==> config.mk <==
export PLATFORM = sky130hd
export DESIGN_NAME = fir_cfg_master
export DESIGN_NICKNAME = d
export VERILOG_FILES = /design/src/rtl/fir_cfg_master_pkg.sv /design/src/rtl/fir_axil_xact.sv /design/src/rtl/fir_cfg_master.sv
export SDC_FILE = /design/constraint.sdc
export NUM_CORES = 1
export LEC_CHECK = 0
export ABC_AREA = 0
export CORE_MARGIN = 8
export CORE_UTILIZATION = 50
export CTS_CLUSTER_DIAMETER = 60
export DETAILED_ROUTE_END_ITERATION = 6
export MAX_ROUTING_LAYER = met4
export PLACE_DENSITY = 0.81
export SETUP_SLACK_MARGIN = 0.4
export SLEW_MARGIN = 20
export SYNTH_ARGS = -nofsm -noshare
export SYNTH_HDL_FRONTEND = slang
export SYNTH_SLANG_ARGS = --single-unit
==> constraint.sdc <==
create_clock -name axis_clk -period 5.4 [get_ports axis_clk]
set_input_delay 0.54 -clock axis_clk [delete_from_list [all_inputs] [get_ports axis_clk]]
set_output_delay 0.54 -clock axis_clk [all_outputs]
set_load 0.02 [all_outputs]
==> src/rtl/fir_cfg_master_pkg.sv <==
// Shared types and register map for the FIR configuration master.
// Register offsets, ap_ctrl bit positions, FSM states and error codes.
package fir_cfg_master_pkg;

  typedef enum logic [3:0] {
    S_IDLE,
    S_LEN_WR,
    S_COEF_RD,
    S_COEF_WR,
    S_CHK_AR,
    S_CHK_R,
    S_START_WR,
    S_POLL_AR,
    S_POLL_R,
    S_DONE,
    S_ERR
  } state_e;

  typedef enum logic [1:0] {
    ERR_NONE    = 2'd0,
    ERR_TAP     = 2'd1,
    ERR_TIMEOUT = 2'd2
  } err_e;

  localparam int REG_AP_CTRL  = 'h00;
  localparam int REG_DATA_LEN = 'h10;
  localparam int REG_TAP_BASE = 'h20;

  localparam int AP_START_BIT = 0;
  localparam int AP_DONE_BIT  = 1;
  localparam int AP_IDLE_BIT  = 2;

  function automatic int tap_offset(input int idx);
    return REG_TAP_BASE + 4 * idx;
  endfunction

endpackage

==> src/rtl/fir_axil_xact.sv <==
// AXI-Lite single-transaction engine: one write or read per req pulse.
// o_ack pulses once both write handshakes, or the read data beat, complete.
module fir_axil_xact #(
  parameter int AW = 12,
  parameter int DW = 32
) (
  input  logic          i_clk,
  input  logic          i_rst,
  input  logic          i_req,
  input  logic          i_we,
  input  logic [AW-1:0] i_addr,
  input  logic [DW-1:0] i_wdata,
  output logic          o_ack,
  output logic [DW-1:0] o_rdata,
  output logic          o_awvalid,
  output logic [AW-1:0] o_awaddr,
  input  logic          i_awready,
  output logic          o_wvalid,
  output logic [DW-1:0] o_wdata,
  input  logic          i_wready,
  output logic          o_arvalid,
  output logic [AW-1:0] o_araddr,
  input  logic          i_arready,
  output logic          o_rready,
  input  logic          i_rvalid,
  input  logic [DW-1:0] i_rdata
);

  logic          r_busy;
  logic          r_we;
  logic          r_ack;
  logic          r_aw_done;
  logic          r_w_done;
  logic          r_awvalid;
  logic          r_wvalid;
  logic          r_arvalid;
  logic          r_rready;
  logic [AW-1:0] r_awaddr;
  logic [AW-1:0] r_araddr;
  logic [DW-1:0] r_wdata;
  logic [DW-1:0] r_rdata;

  logic w_aw_hs;
  logic w_w_hs;
  logic w_wr_fin;

  assign w_aw_hs  = r_awvalid & i_awready;
  assign w_w_hs   = r_wvalid & i_wready;
  // aw and w may finish on different cycles
  assign w_wr_fin = (r_aw_done | w_aw_hs) & (r_w_done | w_w_hs);

  always_ff @(posedge i_clk or posedge i_rst) begin
    if (i_rst) begin
      r_busy    <= 1'b0;
      r_we      <= 1'b0;
      r_ack     <= 1'b0;
      r_aw_done <= 1'b0;
      r_w_done  <= 1'b0;
      r_awvalid <= 1'b0;
      r_wvalid  <= 1'b0;
      r_arvalid <= 1'b0;
      r_rready  <= 1'b0;
      r_awaddr  <= '0;
      r_araddr  <= '0;
      r_wdata   <= '0;
      r_rdata   <= '0;
    end else begin
      r_ack <= 1'b0;
      if (!r_busy) begin
        if (i_req) begin
          r_busy <= 1'b1;
          r_we   <= i_we;
          if (i_we) begin
            r_awvalid <= 1'b1;
            r_wvalid  <= 1'b1;
            r_awaddr  <= i_addr;
            r_wdata   <= i_wdata;
            r_aw_done <= 1'b0;
            r_w_done  <= 1'b0;
          end else begin
            r_arvalid <= 1'b1;
            r_rready  <= 1'b1;
            r_araddr  <= i_addr;
          end
        end
      end else if (r_we) begin
        if (w_aw_hs) begin
          r_awvalid <= 1'b0;
          r_aw_done <= 1'b1;
        end
        if (w_w_hs) begin
          r_wvalid <= 1'b0;
          r_w_done <= 1'b1;
        end
        if (w_wr_fin) begin
          r_ack  <= 1'b1;
          r_busy <= 1'b0;
        end
      end else begin
        if (r_arvalid && i_arready)
          r_arvalid <= 1'b0;
        if (r_rready && i_rvalid) begin
          r_rdata  <= i_rdata;
          r_rready <= 1'b0;
          r_ack    <= 1'b1;
          r_busy   <= 1'b0;
        end
      end
    end
  end

  assign o_ack     = r_ack;
  assign o_rdata   = r_rdata;
  assign o_awvalid = r_awvalid;
  assign o_awaddr  = r_awaddr;
  assign o_wvalid  = r_wvalid;
  assign o_wdata   = r_wdata;
  assign o_arvalid = r_arvalid;
  assign o_araddr  = r_araddr;
  assign o_rready  = r_rready;

endmodule

==> src/rtl/fir_cfg_master.sv <==
// FIR configuration sequencer: length, taps, tap readback, ap_start, poll.
// Each bus access goes through fir_axil_xact, one at a time.
module fir_cfg_master
  import fir_cfg_master_pkg::*;
#(
  parameter int pADDR_WIDTH = 12,
  parameter int pDATA_WIDTH = 32,
  parameter int Tape_Num    = 11,
  parameter int POLL_MAX    = 1024
) (
  input  logic                   axis_clk,
  input  logic                   axis_rst,
  input  logic                   start,
  input  logic [pDATA_WIDTH-1:0] data_len,
  output logic [pADDR_WIDTH-1:0] coef_A,
  input  logic [pDATA_WIDTH-1:0] coef_Do,
  output logic                   awvalid,
  output logic [pADDR_WIDTH-1:0] awaddr,
  input  logic                   awready,
  output logic                   wvalid,
  output logic [pDATA_WIDTH-1:0] wdata,
  input  logic                   wready,
  output logic                   arvalid,
  output logic [pADDR_WIDTH-1:0] araddr,
  input  logic                   arready,
  output logic                   rready,
  input  logic                   rvalid,
  input  logic [pDATA_WIDTH-1:0] rdata,
  output logic                   busy,
  output logic                   done,
  output logic                   error,
  output logic [1:0]             err_code
);

  localparam int IDX_W = $clog2(Tape_Num) + 1;
  localparam int PW    = $clog2(POLL_MAX + 1);

  state_e                 r_state;
  err_e                   r_err_code;
  logic [IDX_W-1:0]       r_idx;
  logic [PW-1:0]          r_poll;
  logic                   r_issued;
  logic                   r_req;
  logic                   r_we;
  logic [pADDR_WIDTH-1:0] r_addr;
  logic [pDATA_WIDTH-1:0] r_wdata;
  logic [pADDR_WIDTH-1:0] r_coef_A;
  logic                   r_busy;
  logic                   r_done;
  logic                   r_error;

  logic                   w_ack;
  logic [pDATA_WIDTH-1:0] w_rdata;
  logic                   w_last;
  logic [pADDR_WIDTH-1:0] w_tap_addr;
  logic [pADDR_WIDTH-1:0] w_next_a;

  assign w_last     = (r_idx == IDX_W'(Tape_Num - 1));
  assign w_tap_addr = pADDR_WIDTH'(tap_offset(int'(r_idx)));
  assign w_next_a   = pADDR_WIDTH'(r_idx + IDX_W'(1));

  always_ff @(posedge axis_clk or posedge axis_rst) begin
    if (axis_rst) begin
      r_state    <= S_IDLE;
      r_err_code <= ERR_NONE;
      r_idx      <= '0;
      r_poll     <= '0;
      r_issued   <= 1'b0;
      r_req      <= 1'b0;
      r_we       <= 1'b0;
      r_addr     <= '0;
      r_wdata    <= '0;
      r_coef_A   <= '0;
      r_busy     <= 1'b0;
      r_done     <= 1'b0;
      r_error    <= 1'b0;
    end else begin
      r_req  <= 1'b0;
      r_done <= 1'b0;
      unique case (r_state)
        S_IDLE: begin
          if (start) begin
            r_state    <= S_LEN_WR;
            r_busy     <= 1'b1;
            r_error    <= 1'b0;
            r_err_code <= ERR_NONE;
            r_idx      <= '0;
            r_poll     <= '0;
            r_issued   <= 1'b0;
            r_wdata    <= data_len;
          end
        end
        S_LEN_WR: begin
          if (!r_issued) begin
            r_req    <= 1'b1;
            r_we     <= 1'b1;
            r_addr   <= pADDR_WIDTH'(REG_DATA_LEN);
            r_issued <= 1'b1;
          end else if (w_ack) begin
            r_issued <= 1'b0;
            r_coef_A <= '0;
            r_state  <= S_COEF_RD;
          end
        end
        S_COEF_RD: r_state <= S_COEF_WR;
        S_COEF_WR: begin
          // ROM word for r_idx is valid on the first COEF_WR cycle
          if (!r_issued) begin
            r_req    <= 1'b1;
            r_we     <= 1'b1;
            r_addr   <= w_tap_addr;
            r_wdata  <= coef_Do;
            r_issued <= 1'b1;
          end else if (w_ack) begin
            r_issued <= 1'b0;
            if (w_last) begin
              r_idx    <= '0;
              r_coef_A <= '0;
              r_state  <= S_CHK_AR;
            end else begin
              r_idx    <= r_idx + IDX_W'(1);
              r_coef_A <= w_next_a;
              r_state  <= S_COEF_RD;
            end
          end
        end
        S_CHK_AR: begin
          r_req   <= 1'b1;
          r_we    <= 1'b0;
          r_addr  <= w_tap_addr;
          r_state <= S_CHK_R;
        end
        S_CHK_R: begin
          if (w_ack) begin
            if (w_rdata != coef_Do) begin
              r_error    <= 1'b1;
              r_err_code <= ERR_TAP;
              r_state    <= S_ERR;
            end else if (w_last) begin
              r_state <= S_START_WR;
            end else begin
              r_idx    <= r_idx + IDX_W'(1);
              r_coef_A <= w_next_a;
              r_state  <= S_CHK_AR;
            end
          end
        end
        S_START_WR: begin
          if (!r_issued) begin
            r_req    <= 1'b1;
            r_we     <= 1'b1;
            r_addr   <= pADDR_WIDTH'(REG_AP_CTRL);
            r_wdata  <= pDATA_WIDTH'(1 << AP_START_BIT);
            r_issued <= 1'b1;
          end else if (w_ack) begin
            r_issued <= 1'b0;
            r_poll   <= '0;
            r_state  <= S_POLL_AR;
          end
        end
        S_POLL_AR: begin
          r_req   <= 1'b1;
          r_we    <= 1'b0;
          r_addr  <= pADDR_WIDTH'(REG_AP_CTRL);
          r_state <= S_POLL_R;
        end
        S_POLL_R: begin
          if (w_ack) begin
            if (r_poll != PW'(POLL_MAX))
              r_poll <= r_poll + PW'(1);
            if (w_rdata[AP_DONE_BIT]) begin
              r_done  <= 1'b1;
              r_state <= S_DONE;
            end else if (r_poll >= PW'(POLL_MAX - 1)) begin
              r_error    <= 1'b1;
              r_err_code <= ERR_TIMEOUT;
              r_state    <= S_ERR;
            end else begin
              r_state <= S_POLL_AR;
            end
          end
        end
        S_DONE: begin
          r_busy  <= 1'b0;
          r_state <= S_IDLE;
        end
        S_ERR: begin
          r_busy  <= 1'b0;
          r_state <= S_IDLE;
        end
        default: begin
          r_busy  <= 1'b0;
          r_state <= S_IDLE;
        end
      endcase
    end
  end

  fir_axil_xact #(
    .AW(pADDR_WIDTH),
    .DW(pDATA_WIDTH)
  ) u_xact (
    .i_clk    (axis_clk),
    .i_rst    (axis_rst),
    .i_req    (r_req),
    .i_we     (r_we),
    .i_addr   (r_addr),
    .i_wdata  (r_wdata),
    .o_ack    (w_ack),
    .o_rdata  (w_rdata),
    .o_awvalid(awvalid),
    .o_awaddr (awaddr),
    .i_awready(awready),
    .o_wvalid (wvalid),
    .o_wdata  (wdata),
    .i_wready (wready),
    .o_arvalid(arvalid),
    .o_araddr (araddr),
    .i_arready(arready),
    .o_rready (rready),
    .i_rvalid (rvalid),
    .i_rdata  (rdata)
  );

  assign coef_A   = r_coef_A;
  assign busy     = r_busy;
  assign done     = r_done;
  assign error    = r_error;
  assign err_code = r_err_code;

endmodule

Word-level counts from Yosys, hierarchy flattened --
Index checks and enable logic that the tools add are counted.
Cells by class: reductions and logical operators 34, equality and inequality tests 37, multiplexer cells 105, magnitude comparators 1, bitwise logic cells 9, add/subtract/negate cells 4
Operators with widths (number):
- $mux 12 | 10
- $mux 32 | 3
- $pmux 32 s3 | 1
- $pmux 12 s5 | 1
- $mux 11 | 5
- $mux 4 | 12
- $mux 1 | 47
- $ne 2x2->1 const B | 20
- $pmux 12 s3 | 1
- $pmux 4 s9 | 1
- $mux 5 | 7
- $pmux 11 s3 | 1
- $ne 32x32->1 | 1
- $reduce_and 4->1 | 6
- $eq 4x3->1 const B | 4
- $pmux 5 s3 | 1
- $reduce_bool 3->1 | 5
- $mux 2 | 7
- $reduce_and 7->1 | 2
- $ne 2x1->1 const B | 6
- $add 11x1->11 const B | 1
- $ge 11x10->1 const B | 1
- $ne 11x11->1 const B | 1
- $reduce_and 3->1 | 3
- other kinds (26) | 43
Storage, ports and cells: bits in registers 181, output and inout port bits 77, word-level logic and storage cells 216, bits of input ports 103

Longest topological paths before layout --
word-level depth 6, depth in mapped cells 8, mapped depth without buffers 8

Hierarchy --
From an unflattened synthesis, not the netlist that was laid out.
Unflattened totals: cell total of the unflattened synthesis 690, area, all modules 8025.2 um^2
Modules (own cells, without submodules):
- fir_cfg_master | sequential area each 1801.7 um^2, cells an instance 459, area each 4154.0 um^2, instances 1
- fir_axil_xact | sequential area each 2427.3 um^2, cells an instance 231, area each 3871.2 um^2, instances 1

Worst setup path before layout --
No wires, ideal clock.
kind in2reg, from input coef_Do[31], to register r_idx[3], required time 5.296 ns, path slack 3.184 ns, stages 7, arrival 2.112 ns, library setup time 0.104 ns, path buffers 1, cells stage by stage xnor2_1 > nand4_1 > nor4_2 > a31oi_1 > or3b_1 > buf_2 > o41ai_2
Between the ends: longest elaborated chain between the ends 3
RTL lines:
- start: declaration | RTL line fir_cfg_master.sv:16 | input logic [pDATA_WIDTH-1:0] coef_Do,
- $ne 32x32->1 | RTL line fir_cfg_master.sv:135 | if (w_rdata != coef_Do) begin
- $ne 2x2->1 (no source line)
- $reduce_and 7->1 (no source line)
- end signal: assignment | RTL line fir_cfg_master.sv:121 | r_idx <= r_idx + IDX_W'(1);
- end signal: assignment | RTL line fir_cfg_master.sv:142 | r_idx <= r_idx + IDX_W'(1);
- end: declaration | RTL line fir_cfg_master.sv:40 | logic [IDX_W-1:0] r_idx;
Every way passes these cells. A chain may end at the register's enable or synchronous reset.

Worst setup path after layout --
from register r_state[2], to register r_coef_A[5] (netlist: coef_A[5])
Between the ends: longest elaborated chain between the ends 3, elaborated cells between the ends (all ways) 13, classes of those cells 10 x eq/ne; 1 x mux; 2 x reduce/logical
RTL lines:
- start: declaration | RTL line fir_cfg_master.sv:38 | state_e r_state;
- start signal: assignment | RTL line fir_cfg_master.sv:64 | r_state <= S_IDLE;
- start signal: assignment | RTL line fir_cfg_master.sv:83 | r_state <= S_LEN_WR;
- start signal: assignment | RTL line fir_cfg_master.sv:102 | r_state <= S_COEF_RD;
- $eq 4x3->1, or another cell as far along | RTL line fir_cfg_master.sv:80 | unique case (r_state)
- $ne 2x2->1 (no source line), or another cell as far along
- $reduce_and 8->1 (no source line)
- end signal: assignment | RTL line fir_cfg_master.sv:122 | r_coef_A <= w_next_a;
- end signal: assignment | RTL line fir_cfg_master.sv:143 | r_coef_A <= w_next_a;
- end: declaration | RTL line fir_cfg_master.sv:47 | logic [pADDR_WIDTH-1:0] r_coef_A;
Several ways; a longest one is shown, not always the timed one.

==> flow_metrics.py <==
metrics = {
    "yosys": {
        "synth_top_cell_by_area": "dfrtp_1",
        "yosysWarningCount": 0,
        "synth_seq_area_share": 0.530,
        "ys_ff_latch": 157,
        "synthCells": 752,
        "ys_types": 61,
        "syn_area_mm2": 0.00742,
        "async_reset_ff_frac": 1.00,
        "ys_top_cells_by_area": "dfrtp_1, nand2_1, mux2_2, xnor2_1, a21oi_1",
        "avgSynthCellArea_um2": 9.86,
        "synth_top_area_share": 0.530,
        "synth_edf_count": 0,
        "yosys_most_used_dff": "dfrtp_1",
    },
    "critical_path": {
        "cp-endpoint": "coef_A[5]$_DFFE_PP0P_",
        "cp-end-kind": "register",
        "timing.rr.end": "coef_A[5]$_DFFE_PP0P_",
        "cp_cell_sequence": "nand2_1 -> or3_1 -> a31oi_1 -> nor3_2 -> mux2_1",
        "max_stage_delay_ps": 880,
        "worst_ep_required_time_ps": 5700,
        "arrival_ps": 3340,
        "criticalPathCategory": "register to register",
        "cp-startpoint": "r_state[2]$_DFFE_PP0P_",
        "r2r_slack_ps": 2350,
        "slowest_stage": "dfrtp_1",
        "reg2reg_depth": 5,
        "rr_startpoint": "r_state[2]$_DFFE_PP0P_",
        "cp-start-kind": "register",
        "worstPathMaxFanout": 26,
    },
    "floorplanning": {
        "die_x_um": 138,
        "dieArea_mm2": 0.0190,
        "core-area_mm2": 0.0145,
        "start_util": 0.510,
        "ioPinCount": 180,
        "rows": 44,
        "die_y_um": 138,
    },
    "cts": {
        "clk_path_buf_depth": 2,
        "cts_tree": "built",
        "cts_made_buffers": 17,
        "hold_buffers": 0,
        "cts_max_level": 4,
        "clk_latency_ps": 420,
        "clkTransAtPathRegs_ps": 60,
        "cts_setup_buffers": 0,
        "root_buffer": "clkbuf_16",
        "clock_sinks": 157,
        "cts-resized-gates": 0,
    },
    "timing": {
        "setup_tns_ps": 0,
        "timing.final.crit_share": 0.564,
        "rsz0062_at_grt": "no",
        "setup_viol": 0,
        "max_freq_ghz": 0.328,
        "maxSlewViolCount": 0,
        "hold_ws_ps": 465,
        "tightest_slew_ps": 999,
        "min_period_ps": 3050,
        "clock_skew_ps": 5.85,
        "slew_headroom": 0.334,
        "finalHoldViolations": 0,
    },
    "detailed_routing": {
        "wirelength_mm": 20.4,
        "vias_per_cell": 5.59,
        "antenna_left": 0,
        "post_drt_wl_per_cell_um": 18.7,
        "drt_iter0_drc": 390,
        "drc": 0,
        "vias": 6103,
        "dr.pass1.iters": 5,
    },
    "pwr": {
        "powerDensity_mw_per_mm2": 413,
        "p_leak_nw": 4.41,
        "total_power_mw": 4.02,
        "ir_worst_vdd_mv": 0.256,
    },
    "global_routing": {
        "grt_antenna_before_repair": 0,
        "grt_pass1_vias": 6162,
        "grt_pass1_wl_mm": 32.0,
        "gr-total-overflow": 0,
        "grt_max_degree": 64,
        "grt_use_total": 0.224,
    },
    "cells_and_area": {
        "layout_commonest_cell": "clkdlybuf4s50_1",
        "layout_common_cells": "clkdlybuf4s50_1, dfrtp_1, nand2_1",
        "final_nets": 1003,
        "area_growth_pct": 31.3,
        "drive_above_1_share": 0.0960,
    },
    "placed_design": {
        "gp_congestion": 0.866,
        "dp_hpwl_mm": 14.3,
        "io_buffer_count": 161,
    },
    "run_status": {
        "status": "finished clean",
    },
    "flow_run": {
        "cap_violations": 0,
    },
    "hold_path": {
        "holdCritPathClass": "register to register",
        "min_delay_path_depth": 2,
    },
}
state kept, by name (all words and copies together), names as in the netlist, 2 cells and up:
register	cells
r_poll	11
r_wdata	32
r_addr	6
r_state	4
u_xact.o_wdata	32
coef_A	6
u_xact.o_rdata	32
err_code	2
u_xact.o_araddr	6
r_idx	5
u_xact.o_awaddr	6
metrics by stage:
step / instances / cell area [µm²] / setup slack (ps) / util
after floorplan: 769 / 7480 / 625 / -
after global placement: 1060 / 9110 / 2280 / 0.627
after detailed placement: 1060 / 9110 / 2180 / 0.627
after CTS: 1090 / 9740 / 2410 / 0.670
after global routing: 1090 / 9740 / 2190 / 0.670
final: 1091 / 9740 / 2350 / 0.670
kinds of logic after synthesis:
logic type,Yosys count,synth area share
buf+inv,72,0.0466
mux,46,0.0697
fa+ha+maj,5,0.00843
other cells,1,0.000506
compound gates,162,0.139
xor+xnor,35,0.0413
flops,157,0.530
simple gates,274,0.164
cell usage after synthesis (2+ instances only):
| library cell | number |
|---|---|
| o21ai_1 | 19 |
| buf_1 | 4 |
| a31oi_1 | 5 |
| nor3_1 | 5 |
| xor2_1 | 3 |
| nor4_2 | 2 |
| a22oi_1 | 31 |
| o21a_1 | 2 |
| buf_2 | 6 |
| o21ai_0 | 13 |
| buf_4 | 18 |
| clkbuf_1 | 32 |
| nand3_1 | 13 |
| nor4bb_1 | 4 |
| o22ai_1 | 3 |
| a41oi_1 | 2 |
| nor2b_1 | 8 |
| nand2_1 | 145 |
| mux2_1 | 5 |
| o31ai_1 | 9 |
| or3b_1 | 2 |
| a21oi_1 | 50 |
| or3_1 | 3 |
| nor2_1 | 63 |
| and3_1 | 6 |
| xnor2_1 | 32 |
| a311oi_1 | 2 |
| ha_1 | 5 |
| inv_1 | 10 |
| mux2_2 | 40 |
| a21o_1 | 6 |
| dfrtp_1 | 157 |
| a22o_1 | 6 |
| nand2b_1 | 2 |
| o221ai_1 | 3 |
| nand4_1 | 11 |
power by group:
| part | total (mW) | internal [mW] | switching [mW] | leakage, nW |
|---|---|---|---|---|
| Sequential | 1.55 | 1.37 | 0.184 | 2.05 |
| Clock | 1.27 | 0.806 | 0.466 | 0.304 |
| Combinational | 1.20 | 0.500 | 0.698 | 2.06 |
| Total | 4.02 | 2.68 | 1.35 | 4.41 |
worst min path at each step:
stage                                 start                             end  slack (ps)
floorplan           r_wdata[10]$_DFFE_PP0P_  u_xact.o_wdata[10]$_DFFE_PP0P_         440
finish              r_wdata[26]$_DFFE_PP0P_  u_xact.o_wdata[26]$_DFFE_PP0P_         470
global route        r_wdata[26]$_DFFE_PP0P_  u_xact.o_wdata[26]$_DFFE_PP0P_         490
CTS                 r_wdata[26]$_DFFE_PP0P_  u_xact.o_wdata[26]$_DFFE_PP0P_         470
detailed placement  r_wdata[26]$_DFFE_PP0P_  u_xact.o_wdata[26]$_DFFE_PP0P_         450
global placement     r_wdata[9]$_DFFE_PP0P_   u_xact.o_wdata[9]$_DFFE_PP0P_         450
per-layer routing:
layer,share of wire,GRT usage,up-vias,wire length [µm]
li1,-,-,2867,-
met1,0.42,0.279,2972,8600
met2,0.49,0.356,236,10100
met3,0.067,0.0430,28,1370
met4,0.020,0.0866,0,406
met5,0,-,-,0
worst max-delay path: cells and delay by family, from the launching register on:
family,cells,cell delay (ps)
compound gates,1,570
flops,1,880
simple gates,3,1110
mux,1,370
layout make-up:
class / count / area, µm²
Clock buffer: 20 / 467
Sequential cell: 157 / 3930
Inverter: 12 / 50.0
Fill cell: 1172 / 4800
Timing Repair Buffer: 167 / 1660
Multi-Input combinational cell: 540 / 3240
Antenna cell: 1 / 2.50
Tap cell: 184 / 230
Clock inverter: 10 / 163
(Power assumes the default switching activity.)
